$ cat src/rtl/fetch_stage.sv
// rtl/fetch_stage.sv - instruction fetch stage with IF/ID pipeline register and one-entry hold buffer
module fetch_stage #(
   parameter logic [31:0] RESET_PC = 32'h0000_0000
) (
   input  logic        clk,
   input  logic        reset,
   input  logic        stall,
   input  logic        flush,
   input  logic [31:0] branch_target,
   output logic        imem_req,
   output logic [31:0] imem_addr,
   input  logic        imem_ready,
   input  logic [31:0] imem_rdata,
   output logic        if_id_valid,
   output logic [31:0] if_id_pc4,
   output logic [31:0] if_id_instr,
   output logic [5:0]  if_id_opcode,
   output logic [4:0]  if_id_rs,
   output logic [4:0]  if_id_rt,
   output logic [4:0]  if_id_rd,
   output logic [5:0]  if_id_funct,
   output logic [15:0] if_id_imm16
);

   typedef enum logic {FETCH, HELD} state_t;

   state_t      state, state_nxt;
   logic [31:0] pc, pc_nxt;
   logic [31:0] hold_buf, hold_nxt;
   logic [31:0] instr_q, instr_nxt;
   logic [31:0] pc4_q, pc4_nxt;
   logic        valid_q, valid_nxt;
   logic        xfer;
   logic [31:0] pc_plus4;
   logic [31:0] redirect;

   assign imem_req  = (state == FETCH) && !reset;
   assign imem_addr = pc;
   assign xfer      = imem_req && imem_ready;
   assign pc_plus4  = pc + 32'd4;
   assign redirect  = branch_target & ~32'd3;

   always_comb begin
      state_nxt = state;
      pc_nxt    = pc;
      hold_nxt  = hold_buf;
      instr_nxt = instr_q;
      pc4_nxt   = pc4_q;
      valid_nxt = valid_q;
      case (state)
         FETCH: begin
            if (flush) begin
               pc_nxt    = redirect;
               valid_nxt = 1'b0;
            end else if (xfer && !stall) begin
               instr_nxt = imem_rdata;
               pc4_nxt   = pc_plus4;
               valid_nxt = 1'b1;
               pc_nxt    = pc_plus4;
            end else if (xfer) begin
               // Memory already returned the word; park it until ID can take it.
               hold_nxt  = imem_rdata;
               state_nxt = HELD;
            end else if (!stall) begin
               valid_nxt = 1'b0;
            end
         end
         HELD: begin
            if (flush) begin
               pc_nxt    = redirect;
               valid_nxt = 1'b0;
               state_nxt = FETCH;
            end else if (!stall) begin
               instr_nxt = hold_buf;
               pc4_nxt   = pc_plus4;
               valid_nxt = 1'b1;
               pc_nxt    = pc_plus4;
               state_nxt = FETCH;
            end
         end
         default: state_nxt = FETCH;
      endcase
   end

   always_ff @(posedge clk or posedge reset) begin
      if (reset) begin
         state    <= FETCH;
         pc       <= RESET_PC;
         hold_buf <= 32'd0;
         instr_q  <= 32'd0;
         pc4_q    <= 32'd0;
         valid_q  <= 1'b0;
      end else begin
         state    <= state_nxt;
         pc       <= pc_nxt;
         hold_buf <= hold_nxt;
         instr_q  <= instr_nxt;
         pc4_q    <= pc4_nxt;
         valid_q  <= valid_nxt;
      end
   end

   assign if_id_valid  = valid_q;
   assign if_id_pc4    = pc4_q;
   assign if_id_instr  = instr_q;
   assign if_id_opcode = instr_q[31:26];
   assign if_id_rs     = instr_q[25:21];
   assign if_id_rt     = instr_q[20:16];
   assign if_id_rd     = instr_q[15:11];
   assign if_id_funct  = instr_q[5:0];
   assign if_id_imm16  = instr_q[15:0];

endmodule

$ cat config.mk
export PLATFORM = sky130hd
export DESIGN_NAME = fetch_stage
export DESIGN_NICKNAME = d
export VERILOG_FILES = /design/src/rtl/fetch_stage.sv
export SDC_FILE = /design/constraint.sdc
export NUM_CORES = 1
export LEC_CHECK = 0
export ABC_CLOCK_PERIOD_IN_PS = 5600
export CORE_UTILIZATION = 48
export CTS_BUF_LIST = sky130_fd_sc_hd__clkbuf_8
export DETAILED_ROUTE_END_ITERATION = 6
export PLACE_DENSITY = 0.83
export SLEW_MARGIN = 20
export SYNTH_ARGS = -nofsm -noshare
export SYNTH_HDL_FRONTEND = slang
export SYNTH_SLANG_ARGS = --single-unit
$ cat constraint.sdc
create_clock -name clk -period 5.6 [get_ports clk]
set_clock_uncertainty 0.15 [all_clocks]
set_input_delay 1.12 -clock clk [delete_from_list [all_inputs] [get_ports clk]]
set_output_delay 1.12 -clock clk [all_outputs]
set_load 0.1 [all_outputs]
## Word-level counts from Yosys, hierarchy flattened

Cells that the tools add are included.

| storage, ports and cells | value |
|---|---|
| output and inout bits | 141 |
| logic and storage cells | 53 |
| input port bits | 69 |
| register bits after elaboration | 130 |

| operators by class | value |
|---|---|
| add/subtract/negate cells | 1 |
| bitwise operators | 3 |
| reduce and logical (&&, ||, !) cells | 9 |
| muxes and demuxes | 26 |
| eq/ne operators | 8 |

Operators by type and width:

| operator | count |
|---|---|
| 32-bit 2-to-1 mux | 10 |
| 32-bit case mux with 2 select lines | 3 |
| 32-bit by 3-bit adder with 32-bit output (second input constant) | 1 |
| 1-bit 2-to-1 mux | 11 |
| 4-bit by 3-bit != test with 1-bit output (second input constant) | 2 |
| 4-bit AND reduction | 2 |
| 2-bit != test (second input constant) | 3 |
| 1-bit case mux with 2 select lines | 2 |
| 1-bit logical AND | 3 |
| 3-bit by 2-bit != test with 1-bit output (second input constant) | 1 |
| 3-bit != test (second input constant) | 1 |
| 1-bit inverter | 3 |
| 3-bit AND reduction | 1 |
| 1-bit logical NOT | 2 |
| 2-bit by 1-bit != test with 1-bit output (second input constant) | 1 |
| 2-bit AND reduction | 1 |

## Logic depth before layout (Yosys ltp)

Gate-level depths: netlist of the first run.

| depth | value |
|---|---|
| depth after elaboration | 7 |
| depth in mapped cells | 9 |
| gate-level depth less buffers | 6 |

## Least setup slack after synthesis of the first run

No wires, ideal clock.

| timing path | value |
|---|---|
| path kind | input to output |
| start | input port reset |
| end | output port imem_req |
| cell stages on the path | 1 |
| buffers on the path | 0 |
| slack | 1930 ps |
| arrival | 2400 ps |
| required time | 4330 ps |
| cell sequence | nor2_1 |

| on the way | value |
|---|---|
| longest elaborated chain between the ends | 2 |

Ends and longest elaborated chain:

| element | RTL line | RTL |
|---|---|---|
| start, declared | 6 | `input logic reset,` |
| 1-bit logical NOT (no line) | - |  |
| 1-bit logical AND | 37 | `assign imem_req = (state == FETCH) && !reset;` |
| end, declared | 10 | `output logic imem_req,` |

No other way between the ends.

## Worst setup path after layout of the first run

Ends and elaborated chain as after synthesis.

==> metrics.txt, run 1 <==
Cell Pwr Density=484 nW/um2; Max clock buf depth=2; Core Box Area=12700 um2; Cell variety after synth=36; area of the multi-input gates=2640 um2; dpl cells=920; Synth-to-Final Area Change=34.7%; setup bufs post-CTS=0; Max-cap violations=0; WL/cell=15.5 um; GRT Overall Usage=22.4%; Startpoint Class=input port; WHS Path Cells=2; main combinational cell family by area after synthesis=simple AND/OR/NAND/NOR gates; DRC=0; flip-flop and latch area=3150 um2; dpl hpwl=10.3 mm; worst-skew pair later-pin latency=430 ps; leading cell type in the layout, fill and taps excluded=clkdlybuf4s50_1; most frequent cells in the layout=clkdlybuf4s50_1, dfrtp_1, nand2_1; Hold WC Path Type=reg2reg; top_reg_cell synth=dfrtp_1; #FFs+latches synth=126; Mapped Cells=624; antenna violations before repair=0; hold_sp=if_id_pc4[30]$_DFFE_PP0P_; total wire length=14.8 mm; row count=41; WHS Endpoint=if_id_pc4[30]$_DFFE_PP0P_; peak supply drop=0.000292 V; clk slew on worst S/H paths=70 ps; Reg2Reg Capture Point=if_id_instr[20]$_DFFE_PP0P_; CTS resizes=0; initial DRC count=385; CP Capture Type=output pin; Worst R2R Setup Slack=2620 ps; clk sinks=126; Die ar.=13600 um2; worst slew pin tran=1040 ps; post-synthesis simple-gate area fraction=14.6%; post-route ant nets=0; Non-Filler Instances=952; sequential area share after synthesis=49.9%; status=complete, no violations; P_leak=3.44 nW; Chip Width=117 um; number of diodes=0; nets=838; Starting Density=49.7%; Hold Buf Count CTS=0; setup_tns=0 ps; PortBufs=203; # IOs=210; Tcrit/Tclk final=74.7%; clock root cell=clkbuf_8; share of layout cells above drive strength 1=11.0%; Slew headroom=30.5%; WP data required=4330 ps; First-pass DRT Iterations=5; Critical Path AT=2910 ps; worst reg-to-reg path cell count=7; Final Hold Violating Endpoints=0; mapped cell area=6320 um2; XOR/XNOR Fraction of Synth Area=7.76%; fraction of registers with async set/reset=100%; die extent in y=117 um; Post-synth EDFFs=0; Compound-Gate Fraction of Synth Area=7.82%; largest net degree at the start of global routing=125; vias per cell=5.11; r2r startpoint=state$_DFF_PP0_; fmax=239 MHz; Syn. warnings=0; Final GP Congestion=0.792; fill count=982; mux cell area share after synthesis=10.9%; htree depth=4; critical path type=in2out; Final setup viols=0; Overflow after GRT=0; RSZ-0062 raised after global routing=no; Final Slew Violations=0; Critical Path Fanout Max=3; first-pass GRT wire length=23.4 mm; vias after detailed routing=4867; crit path launch=reset; Tmin final=4180 ps; CTS tree=yes; Num CTS Buffers=17; Synth Area in Adders=0.198%; syn avg cell area=10.1 um2; vias in the first global route=4737
-- state kept, by name (all words and copies together), names as in the netlist --
name,count
hold_buf,32
if_id_instr,32
if_id_pc4,30
imem_addr,30
if_id_valid,1
state,1
-- synth_stat cells, types with 2 or more instances --
master    number  area share [%]
and2_1         2            0.20
nand3_1       16             1.3
xnor2_1       17             2.4
buf_4         47             5.6
mux2_2        32             5.7
nand4_1       17             1.7
dfrtp_1      126              50
mux2i_1       33             5.2
nor3_2         4            0.63
a21oi_1        3            0.24
nand2_1      113             6.7
clkbuf_1      17             1.0
and4_1         2            0.28
o21ai_0       75             5.9
nand3_2        4            0.63
and3_1         4            0.40
nand2b_1       3            0.30
nor3_1         5            0.40
nor2_1        11            0.65
xor2_1        39             5.4
o21ai_1       14             1.1
nor3b_1        2            0.24
o21ai_2        2            0.28
inv_1          4            0.24
buf_2         21             1.7
-- report_power, final --
group / total, W / leakage [nW] / internal [W] / switching (W)
clock: 0.000812 / 0.207 / 0.000439 / 0.000374
sequential: 0.00123 / 1.56 / 0.00108 / 0.000146
combinational: 0.00208 / 1.67 / 0.000459 / 0.00162
-- layer usage --
layer | part of all wire (%) | GRT usage [%] | vias up
met2 | 49 | 38.0 | 187
met5 | 0 | 0 | -
met1 | 42 | 27.9 | 2313
met3 | 7.9 | 6.23 | 19
met4 | 1.3 | 6.58 | 0
li1 | - | - | 2348
-- metrics by stage --
step	area (um2)	power (W)	util [%]	worst slack, ps	hold WS (ps)
final	8510	0.00412	66.9	1420	332
after global routing	8510	0.00428	66.9	1350	367
after CTS	8480	0.00415	66.7	1420	339
after detailed placement	8080	0.00333	63.5	1420	319
after global placement	8080	0.00330	63.5	1420	316
after floorplan	6330	0.00292	-	974	329
-- worst max-delay path by stage --
stage	endpoint	slack (ps)	cells past startpoint
5_1_grt	imem_req	1350	3
2_1_floorplan	hold_buf[0]$_DFFE_PP0P_	970	1
3_5_place_dp	imem_req	1420	3
3_3_place_gp	imem_req	1420	3
4_1_cts	imem_req	1420	3
6_report	imem_req	1420	3
-- cell type report --
type	count	area share [%]
flip-flops and latches	126	37.1
multi-input cells	411	31.0
clock buffers	17	2.75
inverters	4	0.206
clock inverters	14	1.99
well taps	172	2.53
repair buffers	208	24.5
-- critical path, cell delays in order --
cell	delay (ps)
clkdlybuf4s50_1	470
nor2_1	150
clkdlybuf4s50_1	1160
-- logic make-up (layout without fill, tap and decap cells) --
logic type,count (synthesis),after routing
flip-flops,126,126
XOR/XNOR,56,56
multiplexers,65,65
AND/OR/NAND/NOR,189,189
AO/OA/AOI/OAI,96,96
buffers and inverters,90,243
adder cells (fa/ha/maj),1,1
other,1,4
Note: power is estimated with default switching activity, not from simulation.
==> run 2, diff against run 1 <==
- ABC_CLOCK_PERIOD_IN_PS: 5600 -> 4000
- clock period: 5.6 -> 4 ns (I/O delays scaled with it)
==> metrics.txt, run 2 (synthesis results as in run 1) <==
nets=841 (+0.36%); first-pass GRT wire length=24.4 mm (+4.0%); Starting Density=49.7% (unchanged); most frequent cells in the layout=clkdlybuf4s50_1, dfrtp_1, nand2_1; DP Area=8150 um2 (+0.82%); row count=41 (unchanged); design area=8570 um2 (+0.76%); Num CTS Buffers=17 (unchanged); fill count=987 (+0.51%); Critical Path Fanout Max=8 (+5); CP Capture Type=output pin; First-pass DRT Iterations=5 (unchanged); largest net degree at the start of global routing=64 (-49%); setup bufs post-CTS=0 (unchanged); # IOs=210 (unchanged); Die ar.=13600 um2 (unchanged); Buf+Inv Stages, Crit Path=1 (-1); fmax=320 MHz; worst slew pin tran=1030 ps (-10.0 ps); Synth-to-Final Area Change=35.7%; clk slew on worst S/H paths=80 ps (about the same); GRT Overall Usage=23.4% (+0.98 points); Tcrit/Tclk final=78.2%; Startpoint Class=flip-flop; Max-cap violations=0 (unchanged); share of layout cells above drive strength 1=11.5% (+0.45 points); RSZ-0062 raised after global routing=no; dpl hpwl=10.9 mm (+5.5%); Core Box Area=12700 um2 (unchanged); Chip Width=117 um (unchanged); CP delay by family, top=buffers and inverters; vias in the first global route=4832 (+2.0%); WP data required=3050 ps (-1280 ps); Hold Buf Count CTS=0 (unchanged); vias after detailed routing=4950 (+1.7%); Final setup viols=0 (unchanged); Slew headroom=31.2% (+0.67 points); critical path type=reg2out; PortBufs=203 (unchanged); status=complete, no violations; Final Hold Violating Endpoints=0 (unchanged); Overflow after GRT=0 (unchanged); Final Slew Violations=0 (unchanged); clk sinks=126 (unchanged); number of diodes=0 (unchanged); peak supply drop=0.000337 V (+15%); clock root cell=clkbuf_8; crit-path cells=clkdlybuf4s50_1; Util after Layout=67.4% (+0.51 points); setup_tns=0 ps (unchanged); slowest CP cell=clkdlybuf4s50_1; CTS tree=yes; die extent in y=117 um (unchanged); Hold WC Path Type=reg2reg; DRC=0 (unchanged); CTS resizes=0 (unchanged); WL/cell=16.1 um (+3.7%); Cell Pwr Density=680 nW/um2 (+40%); initial DRC count=401 (+4.2%); worst-skew pair later-pin latency=420 ps (about the same); antenna violations before repair=0 (unchanged); Tmin final=3130 ps; htree depth=4 (unchanged); Critical Path AT=2180 ps (-730 ps); area of the multi-input gates=2640 um2 (unchanged); vias per cell=5.18 (+1.3%); Fin Hold WS=336 ps (+3.44 ps); CP max stage delay=1210 ps (+50 ps); total wire length=15.4 mm (+4.2%); leading cell type in the layout, fill and taps excluded=clkdlybuf4s50_1; Final GP Congestion=0.796 (+0.42%); Max clock buf depth=2 (unchanged); post-route ant nets=0 (unchanged); P_leak=3.47 nW (+0.87%); flip-flop and latch area=3150 um2 (unchanged)
==> run 2: path summary, 6_finish.rpt <==
check	startpoint	endpoint	slack [ps]	cells past startpoint
max	imem_addr[6]$_DFFE_PP0P_	imem_addr[6]	870	1
min	if_id_pc4[25]$_DFFE_PP0P_	if_id_pc4[25]$_DFFE_PP0P_	340	2
max reg2reg	imem_addr[2]$_DFFE_PP0P_	imem_addr[24]$_DFFE_PP0P_	1430	6
min reg2reg	if_id_pc4[25]$_DFFE_PP0P_	if_id_pc4[25]$_DFFE_PP0P_	340	2
max in group asynchronous	reset	hold_buf[21]$_DFFE_PP0P_	2130	3
min in group asynchronous	reset	if_id_pc4[2]$_DFFE_PP0P_	820	2
==> run 2: per-stage QoR <==
| step | setup WS (ps) | power [W] | std cells |
|---|---|---|---|
| finish | 870 | 0.00583 | 956 |
| CTS | 849 | 0.00586 | 956 |
| global placement | 1160 | 0.00463 | 924 |
| detailed placement | 1070 | 0.00467 | 924 |
| floorplan | 743 | 0.00409 | 627 |
| global route | 801 | 0.00603 | 956 |
==> run 2: routing by layer <==
layer / global-route usage [%] / vias up / part of all wire, %
met5: 0 / - / 0
met4: 8.52 / 0 / 1.4
met3: 5.40 / 19 / 5.9
met2: 39.1 / 183 / 50
met1: 29.7 / 2404 / 43
li1: - / 2344 / -
==> run 2: power by group <==
group	leakage (nW)	switching, W	internal (W)	total (W)
Clock	0.220	0.000504	0.000679	0.00118
Sequential	1.56	0.000202	0.00151	0.00172
Combinational	1.69	0.00228	0.000646	0.00293
==> run 2: layout make-up <==
cell class,instances,share of cell area (%)
clock buffers,21,3.37
flip-flops and latches,126,36.8
clock inverters,11,1.63
inverters,4,0.219
repair buffers,211,24.7
multi-input cells,411,30.7
well taps,172,2.51
==> run 3, diff against run 2 <==
- ABC_CLOCK_PERIOD_IN_PS: 4000 -> 2730
- CORE_UTILIZATION: 48 -> 43
- PLACE_DENSITY: 0.83 -> 0.79
- clock period: 4 -> 2.73 ns (I/O delays scaled with it)
==> metrics.txt, run 3 (synthesis results as in run 1) <==
status=complete, no violations; crit-path cells=clkdlybuf4s50_1 -> nor2_2 -> buf_12; CP Capture Point=imem_req; Num CTS Buffers=17 (unchanged); WL/cell=15.2 um (-5.5%); row count=43 (+4.9%); Startpoint Class=input port; Core Box Area=14100 um2 (+11%); Slew headroom=54.3% (+23 points); fmax=473 MHz; Overflow after GRT=0 (unchanged); PortBufs=203 (unchanged); GRT Overall Usage=20.1% (-3.3 points); Chip Width=123 um (+5.6%); Tmin final=2110 ps; PnR worst setup slack=615 ps (-255 ps); vias in the first global route=4723 (-2.3%); number of diodes=0 (unchanged); clk sinks=126 (unchanged); initial DRC count=242 (-40%); Max clock buf depth=2 (unchanged); Critical Path Fanout Max=3 (-5); DRC=0 (unchanged); Final Slew Violations=0 (unchanged); setup bufs post-CTS=0 (unchanged); Reg2Reg Capture Point=imem_addr[23]$_DFFE_PP0P_; DP Area=7860 um2 (-3.5%); most frequent cells in the layout=buf_4, dfrtp_1, nand2_1; die extent in y=123 um (+5.6%); worst slew pin tran=686 ps (-343 ps); share of layout cells above drive strength 1=28.8% (+17 points); Die ar.=15200 um2 (+11%); total wire length=14.7 mm (-4.6%); slowest CP cell=clkdlybuf4s50_1; Max-cap violations=0 (unchanged); antenna violations before repair=0 (unchanged); area of the multi-input gates=2640 um2 (about the same); Synth-to-Final Area Change=31.0%; First-pass DRT Iterations=4 (-1); worst-skew pair later-pin latency=440 ps (+20 ps); cell count along the critical path=3 (+2); Hold WC Path Type=in2reg; P_leak=3.67 nW (+5.8%); flip-flop and latch area=3150 um2 (unchanged); Hold Buf Count CTS=0 (unchanged); crit path launch=reset; # IOs=210 (unchanged); RSZ-0062 raised after global routing=no; CP Capture Type=output pin; CP delay by family, top=buffers and inverters; CP max stage delay=480 ps (-730 ps); peak supply drop=0.000467 V (+39%); WP data required=2030 ps (-1020 ps); worst reg-to-reg path cell count=6 (unchanged); critical path type=in2out; CTS resizes=0 (unchanged); Final GP Congestion=0.815 (+2.5%); CTS tree=yes; htree depth=4 (unchanged); first-pass GRT wire length=23.2 mm (-4.8%); Final Hold Violating Endpoints=0 (unchanged); design area=8280 um2 (-3.5%); clk slew on worst S/H paths=60 ps (-20 ps); vias after detailed routing=4892 (-1.2%); nets=843 (+0.24%); Post-Place Setup Slack=272 ps (-802 ps); Critical Path AT=1420 ps (-760 ps); post-route ant nets=0 (unchanged); Cell Pwr Density=1010 nW/um2 (+48%); largest net degree at the start of global routing=71 (+11%); Worst R2R Setup Slack=620 ps (-810 ps); Final setup viols=0 (unchanged); setup_tns=0 ps (unchanged); clock root cell=clkbuf_8; r2r startpoint=imem_addr[6]$_DFFE_PP0P_; fill count=1215 (+23%); vias per cell=5.07 (-2.1%); Buf+Inv Stages, Crit Path=2 (+1); Starting Density=44.8% (-4.8 points); dpl hpwl=10.4 mm (-4.3%); leading cell type in the layout, fill and taps excluded=buf_4; Tcrit/Tclk final=77.5%
-- run 3: cell types whose count changed in the layout (fill, tap and decap cells not counted), sizes merged --
| cell | change |
|---|---|
| clkbuf | +1 |
| clkinv | -3 |
| clkinvlp | -1 |
| buf | +138 |
| clkdlybuf4s50 | -136 |
| inv | +2 |
-- run 3: per-stage QoR --
stage / instances / utilization, % / hold WS, ps / total power, W
finish: 965 / 58.7 / 285 / 0.00836
global route: 965 / 58.7 / 256 / 0.00869
CTS: 965 / 58.7 / 248 / 0.00843
detailed placement: 934 / 55.7 / 320 / 0.00671
global placement: 934 / 55.7 / 319 / 0.00666
floorplan: 627 / - / 329 / 0.00599
-- run 3: worst min-delay path by stage --
stage	cells past startpoint	start	slack, ps	to
floorplan	1	hold_buf[29]$_DFFE_PP0P_	330	hold_buf[29]$_DFFE_PP0P_
finish	2	flush	290	if_id_valid$_DFFE_PP0P_
detailed placement	2	if_id_pc4[3]$_DFFE_PP0P_	320	if_id_pc4[3]$_DFFE_PP0P_
global route	2	flush	260	if_id_valid$_DFFE_PP0P_
global placement	2	if_id_pc4[2]$_DFFE_PP0P_	320	if_id_pc4[2]$_DFFE_PP0P_
CTS	2	flush	250	if_id_valid$_DFFE_PP0P_
-- run 3: area by class of cell --
type | instances | area share [%]
flip-flops and latches | 126 | 38.1
multi-input cells | 411 | 31.9
repair buffers | 213 | 22.0
clock buffers | 22 | 3.66
well taps | 180 | 2.72
clock inverters | 9 | 1.42
inverters | 4 | 0.227
-- run 3: power breakdown --
part	switching (W)	leakage, nW	internal, W
Combinational	0.00333	1.88	0.000813
Sequential	0.000296	1.56	0.00222
Clock	0.000692	0.226	0.00101
-- run 3: routing by layer --
| layer | share of wire (%) | up-vias | global-route usage, % |
|---|---|---|---|
| li1 | - | 2348 | - |
| met1 | 41 | 2347 | 24.3 |
| met2 | 50 | 177 | 33.0 |
| met3 | 7.0 | 20 | 6.69 |
| met4 | 1.7 | 0 | 7.68 |
| met5 | 0 | - | 0 |
